### src/rtl/mem_responder.sv
// mem_responder: memory-side responder for the simple RISC machine bus.
// Serves word-addressed reads and writes to an on-chip RAM, an LED output
// register and a synchronized switch port. Reads return data one cycle after
// the address is presented. Illegal accesses are captured in a sticky error flag.
module mem_responder #(
  parameter int                    DATA_WIDTH = 16,
  parameter int                    ADDR_WIDTH = 9,
  parameter int                    RAM_WORDS  = 256,
  parameter logic [ADDR_WIDTH-1:0] LED_ADDR   = 'h100,
  parameter logic [ADDR_WIDTH-1:0] SW_ADDR    = 'h140
) (
  input  logic                  clk,
  input  logic                  reset,
  input  logic [1:0]            mem_cmd,
  input  logic [ADDR_WIDTH-1:0] mem_addr,
  input  logic [DATA_WIDTH-1:0] write_data,
  output logic [DATA_WIDTH-1:0] read_data,
  input  logic [7:0]            SW,
  output logic [7:0]            LEDR,
  output logic                  bus_err,
  output logic [ADDR_WIDTH-1:0] err_addr
);

  localparam logic [1:0] CMD_NONE  = 2'b00;
  localparam logic [1:0] CMD_READ  = 2'b01;
  localparam logic [1:0] CMD_WRITE = 2'b10;
  localparam logic [1:0] CMD_ILL   = 2'b11;

  localparam int                    RAM_AW    = $clog2(RAM_WORDS);
  localparam logic [ADDR_WIDTH-1:0] RAM_LIMIT = ADDR_WIDTH'(RAM_WORDS);

  // Word storage; contents survive reset (the program image lives here).
  logic [DATA_WIDTH-1:0] ram [RAM_WORDS];

  logic [DATA_WIDTH-1:0] read_data_reg, read_data_next;
  logic [7:0]            led_reg;
  logic [7:0]            sw_s1_reg, sw_s2_reg;
  logic                  bus_err_reg;
  logic [ADDR_WIDTH-1:0] err_addr_reg;

  logic              ram_hit, led_hit, sw_hit;
  logic              is_read, is_write, access_err;
  logic [RAM_AW-1:0] ram_idx;

  // Address and command decode for the current cycle.
  always_comb begin
    ram_hit    = (mem_addr < RAM_LIMIT);
    led_hit    = (mem_addr == LED_ADDR);
    sw_hit     = (mem_addr == SW_ADDR);
    ram_idx    = mem_addr[RAM_AW-1:0];
    is_read    = (mem_cmd == CMD_READ);
    is_write   = (mem_cmd == CMD_WRITE);
    // Reads of unmapped space, writes to anything but RAM/LED, and the
    // reserved command encoding are all illegal.
    access_err = (mem_cmd == CMD_ILL)
               | (is_read  & ~ram_hit & ~led_hit & ~sw_hit)
               | (is_write & ~ram_hit & ~led_hit);
  end

  // Read data mux; anything other than a mapped read returns zero so the
  // register never holds stale data.
  always_comb begin
    read_data_next = '0;
    if (is_read) begin
      if (ram_hit)      read_data_next = ram[ram_idx];
      else if (led_hit) read_data_next = DATA_WIDTH'(led_reg);
      else if (sw_hit)  read_data_next = DATA_WIDTH'(sw_s2_reg);
    end
  end

  // RAM write port; a write coinciding with reset is dropped.
  always_ff @(posedge clk) begin
    if (!reset && is_write && ram_hit)
      ram[ram_idx] <= write_data;
  end

  // Registered read result, LED register and switch synchronizer.
  always_ff @(posedge clk) begin
    if (reset) begin
      read_data_reg <= '0;
      led_reg       <= '0;
      sw_s1_reg     <= '0;
      sw_s2_reg     <= '0;
    end else begin
      read_data_reg <= read_data_next;
      sw_s1_reg     <= SW;
      sw_s2_reg     <= sw_s1_reg;
      if (is_write && led_hit)
        led_reg <= write_data[7:0];
    end
  end

  // Sticky error capture: only the first illegal access after reset is kept.
  always_ff @(posedge clk) begin
    if (reset) begin
      bus_err_reg  <= 1'b0;
      err_addr_reg <= '0;
    end else if (access_err && !bus_err_reg) begin
      bus_err_reg  <= 1'b1;
      err_addr_reg <= mem_addr;
    end
  end

  assign read_data = read_data_reg;
  assign LEDR      = led_reg;
  assign bus_err   = bus_err_reg;
  assign err_addr  = err_addr_reg;

endmodule
### config.mk
export PLATFORM = sky130hd
export DESIGN_NAME = mem_responder
export DESIGN_NICKNAME = d
export VERILOG_FILES = /design/src/rtl/mem_responder.sv
export SDC_FILE = /design/constraint.sdc
export NUM_CORES = 2
export LEC_CHECK = 0
export CORE_ASPECT_RATIO = 0.7
export CORE_UTILIZATION = 29
export DETAILED_ROUTE_END_ITERATION = 10
export PLACE_DENSITY = 0.46
export SLEW_MARGIN = 10
export SYNTH_ARGS = -nofsm -noshare
export SYNTH_HDL_FRONTEND = slang
export SYNTH_SLANG_ARGS = --single-unit
export TNS_END_PERCENT = 10
### constraint.sdc
create_clock -name clk -period 6.88 [get_ports clk]
set_input_delay 2.064 -clock clk [delete_from_list [all_inputs] [get_ports clk]]
set_output_delay 2.064 -clock clk [all_outputs]
set_load 0.01 [all_outputs]
==> reports/qor.yml <==
detailed_routing:
  drc: 0
  drt-total-wl_mm: 537
  dr.pass1.iters: 6
  via_per_inst: 5.30
  wl_per_cell_um: 34.6
  ant_nets: 0
  initialDrtViolationCount: 12182
  vias: 82238
synthesis:
  synth_area_leaders: "edfxtp_1 (77%), mux4_2 (15%), mux2i_1 (1.4%)"
  synth_area_leader_cell: "edfxtp_1"
  synth_seq_cells: 4146
  synth.distinct_cells: 76
  synthCells: 7194
  syn_nets: 7231
  yosysWarnings: 0
  async_flop_share: 0
  synth_enable_flop_cells: 4096
  yosysTopAreaCellShare: 0.772
  seq_area_frac_synth: 0.778
  avgSynthCellArea_um2: 22.2
  synth_area_um2: 159000
  synth_ff_type: "edfxtp_1"
cells_and_area:
  drive_above_1_share: 0.302
  area_growth_pct: 16.3
  largest_reg_flops: 4096
  multi_input_area_um2: 33700
  nNetsFinal: 7859
  fillers: 51066
  seq_area_um2: 124000
floorplanning:
  start_util: 0.292
  die-area_um2: 553000
  fp.dieW_um: 888
  core_area_um2: 547000
  row_count: 227
  die_y_um: 622
  ios: 71
critical_path:
  critPathTopFamily: "compound AO/OA/AOI/OAI gates"
  path_class: "in -> reg"
  crit_slowest_cell: "a31oi_1"
  worst-path-buf-inv: 3
  arrival_ns: 6.62
  critPathMostFrequentCell: "buf_4"
  worstPathCellList: "buf_4 > buf_4 > nor4bb_4 > buf_4 > a22oi_1 > o22ai_1 > a31oi_1 > nand3_1 > a22o_1"
  critPathRequiredTime_ns: 7.81
  endpoint_kind: "register"
  crit_fanout: 31
  crit_path_max_incr_delay_ns: 0.90
  startpoint_type: "primary input"
timing:
  setup_viol: 0
  worst_slew_pin_slew_ns: 1.37
  skew_ns: 0.0570
  fin_ws_ns: 1.19
  fin_crit_ns: 5.69
  max_clock_freq_ghz: 0.176
  hold_viol: 0
  rsz0062_at_grt: "false"
  slew_violations: 0
  timing.final.crit_share: 0.827
  slew_headroom: 0.0595
power_and_ir_drop:
  ir_worst_vdd_v: 0.000229
  finalPower_mw: 52.4
  powerDensity_nw_per_um2: 283
  p_leak_nw: 57.0
placed_design:
  gp_congestion: 0.907
  dpl.hpwl_mm: 338
  pre_cts_slack_ns: 0.351
  port_buffers: 70
global_route:
  grt_pass1_wl_mm: 724
  grt_overflow_total: 0
  grt_max_degree: 162
  grt_pass1_vias: 80379
  antenna_found_initial: 56
  grt_use_total: 0.189
cts:
  cts.sinks: 4146
  cts_resized: 0
  cts.clk_slew.worst_paths_ns: 0.06
  clockRootBuffer: "clkbuf_16"
  cts_hold_buf: 0
  cts_tree: "yes"
  cts_max_level: 5
  clock_latency_ns: 1.05
  post-cts-setup-buffers: 0
  clock_path_buffers: 4
  cts_buffers: 401
worst_hold_path:
  hold_path.class: "reg -> reg"
flow_run:
  max_cap_violations: 0
run_status:
  status: "completed"
placed cells by master, fill, tap and decap left out, drive strengths merged, types with 50 or more instances in the layout:
cell type	netlist	final
edfxtp	4096	4096
mux4	1034	1034
buf	299	592
clkbuf	120	520
nand2	344	344
nor2	340	340
mux2i	224	224
clkinv	1	177
nand3	74	74
a32oi	70	70
a22oi	65	65
a21oi	59	59
dfxtp	50	50
worst reg2reg max path, cell delays in order, from the launching register on:
cell	delay, ns
edfxtp_1	0.44
mux4_2	0.56
a22oi_1	0.64
o22ai_1	0.41
a31oi_1	0.91
nand3_1	0.48
a22o_1	0.34
through the flow:
step / utilization / area, um^2 / std cells / TNS [ns] / hold WS (ns)
floorplan: - / 159000 / 7194 / 0 / 0.414
global placement: 0.316 / 173000 / 14745 / -1.23 / 0.433
detailed placement: 0.316 / 173000 / 14747 / 0 / 0.434
CTS: 0.339 / 185000 / 15485 / 0 / 0.449
global route: 0.339 / 185000 / 15492 / 0 / 0.457
finish: 0.339 / 185000 / 15507 / 0 / 0.441
cell usage after synthesis (50+ instances only):
master and instances:
buf_4 90, mux4_2 1034, mux2i_1 224, a21oi_1 59, dfxtp_1 50, buf_2 129, edfxtp_1 4096, nor2_1 339
a22oi_1 65, nand2_1 344, clkbuf_1 120, a32oi_1 70, nand3_1 74
kinds of logic after synthesis:
logic type	synth area share
flip-flops	0.778
multiplexers	0.161
AND/OR/NAND/NOR	0.0247
AO/OA/AOI/OAI	0.0203
buffers and inverters	0.0157
worst paths after layout:
kind | from | end | slack (ns) | cells past startpoint
min reg2reg | sw_s1_reg[1] | sw_s2_reg[1] | 0.44 | 1
max | mem_addr[6] | read_data[7] | 1.19 | 9
max reg2reg | ram[117][7] | read_data[7] | 3.00 | 6
min | sw_s1_reg[1] | sw_s2_reg[1] | 0.44 | 1
per-layer routing:
layer | vias to the layer above | wire length, um | track usage
li1 | 31681 | - | -
met1 | 45863 | 247000 | 0.296
met2 | 4048 | 227000 | 0.268
met3 | 632 | 49900 | 0.0406
met4 | 14 | 13300 | 0.0433
met5 | - | 84 | 0
cell type report:
class | count | area share
Clock buffer | 515 | 0.0573
Inverter | 8 | 0.000277
Multi-Input combinational cell | 2621 | 0.182
Antenna cell | 22 | 0.000297
Sequential cell | 4146 | 0.669
Timing Repair Buffer | 644 | 0.0313
Clock inverter | 223 | 0.0107
Tap cell | 7328 | 0.0495
report_power, final:
group / switching [mW] / leakage (nW) / internal (mW) / total [mW]
Combinational: 1.95 / 13.7 / 0.893 / 2.84
Sequential: 0.0189 / 37.2 / 27.8 / 27.8
Clock: 9.94 / 6.15 / 11.9 / 21.8
Total: 11.9 / 57.0 / 40.5 / 52.4
No activity file was read; power rests on OpenSTA's default activity.
